[config.mk]
export PLATFORM = sky130hd
export DESIGN_NAME = count_event_monitor_flat
export DESIGN_NICKNAME = d
export VERILOG_FILES = /design/src/rtl/count_event_monitor_if.sv /design/src/rtl/count_event_monitor.sv /design/src/flat_wrapper.sv
export SDC_FILE = /design/constraint.sdc
export NUM_CORES = 1
export LEC_CHECK = 0
export CAP_MARGIN = 20
export CORE_MARGIN = 2
export CORE_UTILIZATION = 28
export CTS_BUF_LIST = sky130_fd_sc_hd__clkbuf_2
export CTS_CLUSTER_SIZE = 10
export DETAILED_ROUTE_END_ITERATION = 8
export PLACE_DENSITY_LB_ADDON = 0.2
export RECOVER_POWER = 50
export SETUP_SLACK_MARGIN = 0.1
export SLEW_MARGIN = 5
export SYNTH_ARGS = -nofsm -noshare
export SYNTH_HDL_FRONTEND = slang
export SYNTH_SLANG_ARGS = --single-unit
[constraint.sdc]
create_clock -name clk -period 3.3 [get_ports clk]
set_clock_uncertainty 0.2 [all_clocks]
set_input_delay 0.495 -clock clk [delete_from_list [all_inputs] [get_ports clk]]
set_output_delay 0.495 -clock clk [all_outputs]
set_load 0.02 [all_outputs]
[src/rtl/count_event_monitor_if.sv]
// -----------------------------------------------------------------------------
// count_event_monitor_if
// Bus bundle between a count/threshold source and the count_event_monitor.
//   master : drives count, threshold, arm, disarm, irq_ack and clr_cnt, and
//            observes the monitor outputs.
//   slave  : the monitor itself. It samples the controls and drives irq,
//            state, wrap_pulse, thresh_pulse, wrap_cnt and overrun.
// The clock and reset are kept outside the bundle as plain module ports.
// -----------------------------------------------------------------------------
interface count_event_monitor_if #(
    parameter int WIDTH  = 8,
    parameter int WCNT_W = 8
);
    // Monitored value and its control inputs
    logic [WIDTH-1:0]  count;
    logic [WIDTH-1:0]  threshold;
    logic              arm;
    logic              disarm;
    logic              irq_ack;
    logic              clr_cnt;

    // Monitor results
    logic              irq;
    logic [1:0]        state;
    logic              wrap_pulse;
    logic              thresh_pulse;
    logic [WCNT_W-1:0] wrap_cnt;
    logic              overrun;

    modport master (
        output count, threshold, arm, disarm, irq_ack, clr_cnt,
        input  irq, state, wrap_pulse, thresh_pulse, wrap_cnt, overrun
    );

    modport slave (
        input  count, threshold, arm, disarm, irq_ack, clr_cnt,
        output irq, state, wrap_pulse, thresh_pulse, wrap_cnt, overrun
    );
endinterface

[src/rtl/count_event_monitor.sv]
// -----------------------------------------------------------------------------
// count_event_monitor
// Watches the live value of an upstream down counter. It flags two events:
//   wrap      : the value moves from 0 to all-ones between two samples
//   threshold : the value arrives at the threshold (it was not there before)
// For each event it gives a one-cycle registered pulse. A saturating counter
// counts the wraps. A small FSM (IDLE / ARMED / PENDING) turns the first event
// after arming into a level interrupt, and the overrun flag is sticky: it
// records further events that come while that interrupt is pending.
//
// Ports
//   clk    : rising-edge clock for all state
//   rst_n  : asynchronous, active-low reset
//   bus    : count_event_monitor_if.slave
//            in : count, threshold, arm, disarm, irq_ack, clr_cnt
//            out: irq, state, wrap_pulse, thresh_pulse, wrap_cnt, overrun
// -----------------------------------------------------------------------------
module count_event_monitor #(
    parameter int WIDTH  = 8,
    parameter int WCNT_W = 8
) (
    input  logic                   clk,
    input  logic                   rst_n,
    count_event_monitor_if.slave   bus
);

    // FSM encoding. The output state field uses this encoding directly.
    localparam logic [1:0] ST_IDLE    = 2'b00;
    localparam logic [1:0] ST_ARMED   = 2'b01;
    localparam logic [1:0] ST_PENDING = 2'b10;
    localparam logic [1:0] ST_UNUSED  = 2'b11;

    // Adds one to the wrap count, but holds the value once it reaches
    // all-ones. The count never rolls back over to zero.
    function automatic logic [WCNT_W-1:0] sat_inc(input logic [WCNT_W-1:0] v);
        logic [WCNT_W-1:0] r;
        if (v == {WCNT_W{1'b1}}) begin
            r = v;
        end else begin
            r = v + WCNT_W'(1);
        end
        return r;
    endfunction

    // Sample history
    logic [WIDTH-1:0]  prev_count_q;
    logic              prev_vld_q;

    // Registered outputs and their next-state values
    logic [1:0]        state_q,        state_d;
    logic              irq_q,          irq_d;
    logic              overrun_q,      overrun_d;
    logic              wrap_pulse_q;
    logic              thresh_pulse_q;
    logic [WCNT_W-1:0] wrap_cnt_q,     wrap_cnt_d;

    // Combinational event flags
    logic              wrap_evt_s;
    logic              thr_evt_s;
    logic              any_evt_s;

    // Event detection. Nothing is flagged until one sample has been taken
    // since reset. Because of this, a counter that is reset to all-ones at
    // the same time as this block does not look like a 0 -> all-ones wrap.
    always_comb begin
        wrap_evt_s = 1'b0;
        thr_evt_s  = 1'b0;
        if (prev_vld_q) begin
            wrap_evt_s = (prev_count_q == {WIDTH{1'b0}}) &&
                         (bus.count == {WIDTH{1'b1}});
            // Only the arrival counts. A value held at the threshold raises
            // nothing more after its first sample.
            thr_evt_s  = (bus.count == bus.threshold) &&
                         (prev_count_q != bus.threshold);
        end else begin
            wrap_evt_s = 1'b0;
            thr_evt_s  = 1'b0;
        end
    end

    assign any_evt_s = wrap_evt_s | thr_evt_s;

    // FSM next state and overrun tracking. disarm wins over every other
    // request and over any event on the same edge.
    always_comb begin
        state_d   = state_q;
        overrun_d = overrun_q;
        if (bus.disarm) begin
            state_d   = ST_IDLE;
            overrun_d = 1'b0;
        end else begin
            case (state_q)
                ST_IDLE: begin
                    if (bus.arm) begin
                        state_d = ST_ARMED;
                    end else begin
                        state_d = ST_IDLE;
                    end
                end
                ST_ARMED: begin
                    if (any_evt_s) begin
                        state_d = ST_PENDING;
                    end else begin
                        state_d = ST_ARMED;
                    end
                end
                ST_PENDING: begin
                    if (bus.irq_ack && any_evt_s) begin
                        // The new event re-raises at once, so irq stays high
                        // and overrun keeps its value.
                        state_d   = ST_PENDING;
                        overrun_d = overrun_q;
                    end else if (bus.irq_ack) begin
                        state_d   = ST_ARMED;
                        overrun_d = 1'b0;
                    end else if (any_evt_s) begin
                        state_d   = ST_PENDING;
                        overrun_d = 1'b1;
                    end else begin
                        state_d   = ST_PENDING;
                    end
                end
                ST_UNUSED: begin
                    state_d = ST_IDLE;
                end
                default: begin
                    state_d = ST_IDLE;
                end
            endcase
        end
        // irq comes from the next state, so it rises on the same edge that
        // the FSM enters PENDING.
        irq_d = (state_d == ST_PENDING);
    end

    // Wrap counter next value. A clear on the same edge as a wrap wins.
    always_comb begin
        wrap_cnt_d = wrap_cnt_q;
        if (bus.clr_cnt) begin
            wrap_cnt_d = {WCNT_W{1'b0}};
        end else if (wrap_evt_s) begin
            wrap_cnt_d = sat_inc(wrap_cnt_q);
        end else begin
            wrap_cnt_d = wrap_cnt_q;
        end
    end

    // Sample history registers
    always_ff @(posedge clk or negedge rst_n) begin
        if (!rst_n) begin
            prev_count_q <= {WIDTH{1'b0}};
            prev_vld_q   <= 1'b0;
        end else begin
            prev_count_q <= bus.count;
            prev_vld_q   <= 1'b1;
        end
    end

    // Event pulses. They do not depend on the FSM state.
    always_ff @(posedge clk or negedge rst_n) begin
        if (!rst_n) begin
            wrap_pulse_q   <= 1'b0;
            thresh_pulse_q <= 1'b0;
        end else begin
            wrap_pulse_q   <= wrap_evt_s;
            thresh_pulse_q <= thr_evt_s;
        end
    end

    // FSM, interrupt, overrun and wrap counter registers
    always_ff @(posedge clk or negedge rst_n) begin
        if (!rst_n) begin
            state_q    <= ST_IDLE;
            irq_q      <= 1'b0;
            overrun_q  <= 1'b0;
            wrap_cnt_q <= {WCNT_W{1'b0}};
        end else begin
            state_q    <= state_d;
            irq_q      <= irq_d;
            overrun_q  <= overrun_d;
            wrap_cnt_q <= wrap_cnt_d;
        end
    end

    assign bus.state        = state_q;
    assign bus.irq          = irq_q;
    assign bus.overrun      = overrun_q;
    assign bus.wrap_pulse   = wrap_pulse_q;
    assign bus.thresh_pulse = thresh_pulse_q;
    assign bus.wrap_cnt     = wrap_cnt_q;

endmodule

[src/flat_wrapper.sv]
// flat-port wrapper written by rule: the top's interface ports become plain ports
module count_event_monitor_flat 
#(
    parameter int WIDTH  = 8,
    parameter int WCNT_W = 8
)
  (clk, rst_n, bus_count, bus_threshold, bus_arm, bus_disarm, bus_irq_ack, bus_clr_cnt, bus_irq, bus_state, bus_wrap_pulse, bus_thresh_pulse, bus_wrap_cnt, bus_overrun);
  count_event_monitor_if #(.WIDTH(WIDTH), .WCNT_W(WCNT_W)) bus_i ();
  input  logic clk;
  input  logic rst_n;
  input wire logic [$bits(bus_i.count)-1:0] bus_count;
  input wire logic [$bits(bus_i.threshold)-1:0] bus_threshold;
  input wire logic [$bits(bus_i.arm)-1:0] bus_arm;
  input wire logic [$bits(bus_i.disarm)-1:0] bus_disarm;
  input wire logic [$bits(bus_i.irq_ack)-1:0] bus_irq_ack;
  input wire logic [$bits(bus_i.clr_cnt)-1:0] bus_clr_cnt;
  output wire logic [$bits(bus_i.irq)-1:0] bus_irq;
  output wire logic [$bits(bus_i.state)-1:0] bus_state;
  output wire logic [$bits(bus_i.wrap_pulse)-1:0] bus_wrap_pulse;
  output wire logic [$bits(bus_i.thresh_pulse)-1:0] bus_thresh_pulse;
  output wire logic [$bits(bus_i.wrap_cnt)-1:0] bus_wrap_cnt;
  output wire logic [$bits(bus_i.overrun)-1:0] bus_overrun;
  assign bus_i.count = bus_count;
  assign bus_i.threshold = bus_threshold;
  assign bus_i.arm = bus_arm;
  assign bus_i.disarm = bus_disarm;
  assign bus_i.irq_ack = bus_irq_ack;
  assign bus_i.clr_cnt = bus_clr_cnt;
  assign bus_irq = bus_i.irq;
  assign bus_state = bus_i.state;
  assign bus_wrap_pulse = bus_i.wrap_pulse;
  assign bus_thresh_pulse = bus_i.thresh_pulse;
  assign bus_wrap_cnt = bus_i.wrap_cnt;
  assign bus_overrun = bus_i.overrun;
  count_event_monitor #(.WIDTH(WIDTH), .WCNT_W(WCNT_W)) u_core (.clk(clk), .rst_n(rst_n), .bus(bus_i));
endmodule
# Word level (Yosys, flattened, before mapping)
# Cells that the tools add are included.
# Widths: inputs -> output; s select.
word_totals:
  wordCells: 46
  out_inout_bits: 14
  in_bits: 22
  register_bits: 23
classes:
  n_reduce_logical: 10
  n_bitwise: 1
  mux: 16
  n_eq_ne: 10
  n_addsub: 1
op_table:
  columns: ["cell", "count"]
  rows:
  - ["$mux 8", 3]
  - ["$eq 8x8->1 const B", 2]
  - ["$add 8x1->8 const B", 1]
  - ["$eq 8x8->1", 1]
  - ["$logic_not 8->1", 1]
  - ["$mux 1", 8]
  - ["$mux 2", 4]
  - ["$ne 8x8->1", 1]
  - ["$pmux 2 s4", 1]
  - ["$eq 2x2->1 const B", 3]
  - ["$ne 2x2->1 const B", 2]
  - ["$reduce_bool 2->1", 2]
  - ["$logic_and 1x1->1", 3]
  - ["$reduce_and 3->1", 1]
  - ["$reduce_bool 3->1", 1]
  - ["$eq 2x1->1 const B", 1]
  - ["$logic_not 2->1", 1]
  - ["$reduce_and 2->1", 1]
  - ["$or 1x1->1", 1]

# Depth between registers and ports, before layout
depth:
  ltp_word: 9
  ltp_mapped: 7
  mapped_depth_nobuf: 6

# Worst setup path before layout
# OpenSTA, ideal clock, no wires.
synth_timing:
  path_type: "register to register"
  startpoint: "register u_core.prev_count_q[3]"
  endpoint: "register u_core.wrap_cnt_q[6] (netlist: u_core.bus.wrap_cnt[6])"
  t_required_ns: 2.980
  t_arrival_ns: 1.646
  stages_incl_launch_ff: 8
  setup_time_ns: 0.120
  setup_slack_ns: 1.334
  n_path_buf: 1
  period_less_slack_ns: 1.966
  cell_sequence: "dfrtp_1 > or4_4 > nor3_2 > o2111a_1 > buf_6 > nand4_1 > xor2_1 > nor2_1"
synth_via:
  elab_chain_len: 5
synth_lines:
  columns: ["item", "line", "text"]
  rows:
  - ["from (decl)", "count_event_monitor.sv:46", "logic [WIDTH-1:0] prev_count_q;"]
  - ["from (signal assigned)", "count_event_monitor.sv:151", "prev_count_q <= {WIDTH{1'b0}};"]
  - ["from (signal assigned)", "count_event_monitor.sv:154", "prev_count_q <= bus.count;"]
  - ["$logic_not 8->1", "count_event_monitor.sv:69", "wrap_evt_s = (prev_count_q == {WIDTH{1'b0}}) &&"]
  - ["$logic_and 1x1->1", "count_event_monitor.sv:69", null]
  - ["$mux 1", "count_event_monitor.sv:68", "if (prev_vld_q) begin"]
  - ["$reduce_bool 2->1 (no source line)", null, null]
  - ["$reduce_and 2->1 (no source line)", null, null]
  - ["to (signal assigned)", "count_event_monitor.sv:176", "wrap_cnt_q <= {WCNT_W{1'b0}};"]
  - ["to (signal assigned)", "count_event_monitor.sv:181", "wrap_cnt_q <= wrap_cnt_d;"]
  - ["to (decl)", "count_event_monitor.sv:55", "logic [WCNT_W-1:0] wrap_cnt_q, wrap_cnt_d;"]
# Every way passes these cells.
# A chain may end at the register's enable or synchronous reset.

# Worst setup path in the final report
layout_timing:
  startpoint: "input port bus_count[6]"
  endpoint: "register u_core.state_q[1] (netlist: u_core.bus.state[1])"
layout_via:
  elab_chain_len: 8
layout_lines:
  columns: ["item", "line", "text"]
  rows:
  - ["from (decl)", "flat_wrapper.sv:11", "input wire logic [$bits(bus_i.count)-1:0] bus_count;"]
  - ["$eq 8x8->1 (on tied branches)", "count_event_monitor.sv:70, count_event_monitor.sv:73", null]
  - ["$logic_and 1x1->1 (on tied branches)", "count_event_monitor.sv:69, count_event_monitor.sv:73", null]
  - ["$mux 1", "count_event_monitor.sv:68", null]
  - ["$or 1x1->1 (*)", "count_event_monitor.sv:81", "assign any_evt_s = wrap_evt_s | thr_evt_s;"]
  - ["$logic_and 1x1->1", "count_event_monitor.sv:108", "if (bus.irq_ack && any_evt_s) begin"]
  - ["$mux 2", "count_event_monitor.sv:108", null]
  - ["$pmux 2 s4 (*)", "count_event_monitor.sv:92", "case (state_q)"]
  - ["$mux 2 (*)", "count_event_monitor.sv:88", "if (bus.disarm) begin"]
  - ["via u_core.state_d[1]", "count_event_monitor.sv:50", "logic [1:0] state_q, state_d;"]
  - ["to (signal assigned)", "count_event_monitor.sv:178", "state_q <= state_d;"]
  - ["to (decl)", "count_event_monitor.sv:50", null]
# The timed path passes the listed nets; every way through them passes the cells marked *.

==> results.tsv <==
metric	value	unit
status	finished clean	
max_slew headroom	16.0	%
ranking of synthesized cells by area	dfrtp_1 (51%), xnor2_1 (13%), nand4_1 (5.0%)	
post-DR wirelength/cell	13.2	um
first-pass GRT wire length	4.32	mm
clk root buf	clkbuf_2	
Post-route DRC	0	
synth unique cells	27	
Achievable Freq	429	MHz
Worst setup EP type	register	
Yosys Warn Count	0	
cell row count	23	
CTS tree	done	
LEAKAGE	0.612	nW
Die Area	4540	um^2
final slew viol count	0	
share of layout cells above drive strength 1	4.23	%
Commonest cells post-synth	dfrtp_1 (23), xnor2_1 (17), nor2_1 (10), nand4_1 (9), nand2_1 (8)	
initial antenna violation count	0	
GR peak layer	met2	
met1 Use GR	16.4	%
CP Max Fanout	5	
CTS-repair resized insts	0	
# diodes	0	
Buf+Inv Stages, Crit Path	1	
dpl cells	188	
register area	576	um^2
CP Launch Type	input pin	
Hold Buf Count CTS	0	
Yosys reg bits	23	
Slowest cell on crit path	dlygate4sd3_1	
Final GP Congestion	0.819	
Syn-to-layout area delta	37.0	%
NumNets Final	166	
critical path class	in2reg	
sequential area share after synthesis	51.2	%
CTS Buffer Depth	2	
hold crit path type	reg2reg	
top cell type's share of synthesized area	51.2	%
synthesized instance count	104	
Final Hold Vio Count	0	
post-CTS setup buffer count	0	
area post-placement	1520	um^2
Post-synth EDFFs	0	
post-layout min period	2.33	ns
Die H	67.3	um
PD cells	315	nW/um^2
routed vias/inst	4.66	
Initial Util	28.5	%
Mapped Area	1120	um^2
Slew @ Worst Pin	1.26	ns
WP data arrival	2.36	ns
fin cells	192	
Final TNS setup	0	ns
mean area per synthesized cell	10.8	um^2
routed vias	895	
multi-input logic area	515	um^2
H-tree depth	1	
Yosys top cell by area	dfrtp_1	
routing usage on met3	2.33	%
Worst-path clk slew	0.23	ns
later-pin clock latency in the skew report	0.33	ns
MaxCap Viol Count	0	
drt pass-1 iters	4	
CP peak stage delay	0.59	ns
Num Clock Sinks	23	
ys flop type	dfrtp_1	
Final Setup Violations	0	
drt initial violations	17	
I/O pin count	36	
Horiz. Die Dim	67.3	um
GRT Total Usage	12.9	%
Worst path top cell family by delay	compound AO/OA/AOI/OAI gates	
largest net degree at the start of global routing	24	
final instance area	1540	um^2
WL final	2.54	mm
syn nets	127	
Fill cells	376	
most common cell in the netlist	dfrtp_1	
Worst Path Required	3.33	ns
hpwl dp	1.96	mm
Tcrit/Tclk final	70.6	%
Async S/R FF share, synth	100	%
WHS	0.387	ns
GRT met2 Usage	21.4	%
antenna viol nets, final	0	
I/O Buffers	35	
CP Cell Sequence	dlygate4sd3_1 -> xnor2_1 -> nand4_1 -> o41a_1 -> a211o_1 -> o41ai_1	
GR Overflow Total	0	
number of global-route vias before repair	962	
RSZ-0062 raised after global routing	false	
peak supply drop	0.000133	V
CORE AREA	3940	um^2
Num CTS Buffers	3	
## final cells by class
class | count | share of cell area [%]
clock inverters | 1 | 0.325
inverters | 3 | 0.732
multi-input cells | 76 | 33.5
well taps | 50 | 4.07
flip-flops and latches | 23 | 37.4
repair buffers | 36 | 23.0
clock buffers | 3 | 0.976
## per-layer routing
metal	vias to the layer above	routed length [um]	share of wire [%]
met4	0	23	0.91
met1	431	1220	48
met3	2	106	4.2
li1	445	-	-
met2	17	1190	47
met5	-	0	0
## layout by cell type, fill, tap and decap left out, drive strengths merged, types with 2 or more instances in the layout
| cell type | instances |
|---|---|
| inv | 3 |
| clkdlybuf4s50 | 27 |
| o41ai | 2 |
| nand2 | 8 |
| dfrtp | 23 |
| xnor2 | 17 |
| nand4 | 9 |
| dlygate4sd3 | 8 |
| nor3 | 2 |
| clkbuf | 4 |
| a21oi | 2 |
| and3 | 3 |
| nand3 | 4 |
| nor2 | 10 |
| xor2 | 6 |
| nor4 | 2 |
## flip-flops by register name (all words and copies together), names as in the netlist
name                     count
u_core.bus.irq               1
u_core.prev_count_q          8
u_core.bus.wrap_cnt          8
u_core.bus.wrap_pulse        1
u_core.bus.thresh_pulse      1
u_core.bus.overrun           1
u_core.prev_vld_q            1
u_core.bus.state             2
## where the power goes
| group | switching [mW] | leakage, nW | internal [mW] |
|---|---|---|---|
| sequential | 0.00588 | 0.299 | 0.289 |
| clock | 0.0869 | 0.0164 | 0.0275 |
| combinational | 0.0353 | 0.297 | 0.0402 |
| total | 0.128 | 0.612 | 0.357 |
## worst reg2reg max path, delay by kind of cell, from the launching register on
family	cells	cell delay [ns]
and+or+nand+nor	3	0.83
AOI/OAI and AO/OA	3	0.60
DFF	1	0.45
## stage by stage
step | setup WS, ns | util [%] | power [mW]
2_1_floorplan | 1.33 | - | 0.331
5_1_grt | 0.927 | 39.0 | 0.513
6_report | 0.969 | 39.0 | 0.485
3_5_place_dp | 0.703 | 38.6 | 0.378
3_3_place_gp | 0.752 | 38.6 | 0.378
4_1_cts | 1.09 | 39.1 | 0.497
## logic make-up after synthesis
logic type,synth area share [%]
compound gates,6.90
xor+xnor,17.9
flops,51.2
other cells,0.334
buf+inv,2.90
simple gates,18.7
mux,0.891
fa+ha+maj,1.11
## path summary, 6_finish.rpt
kind                                         from                       to  slack, ns  depth (start not counted)
min in group asynchronous                   rst_n   u_core.bus.wrap_cnt[4]       0.72                          2
hold reg to reg                 u_core.prev_vld_q  u_core.bus.thresh_pulse       0.39                          2
hold / removal                  u_core.prev_vld_q  u_core.bus.thresh_pulse       0.39                          2
max in group asynchronous                   rst_n   u_core.prev_count_q[7]       1.45                          2
setup / recovery                     bus_count[6]      u_core.bus.state[1]       0.97                          6
setup reg to reg           u_core.prev_count_q[3]      u_core.bus.state[1]       1.13                          6
Note: power is estimated with default switching activity, not from simulation.
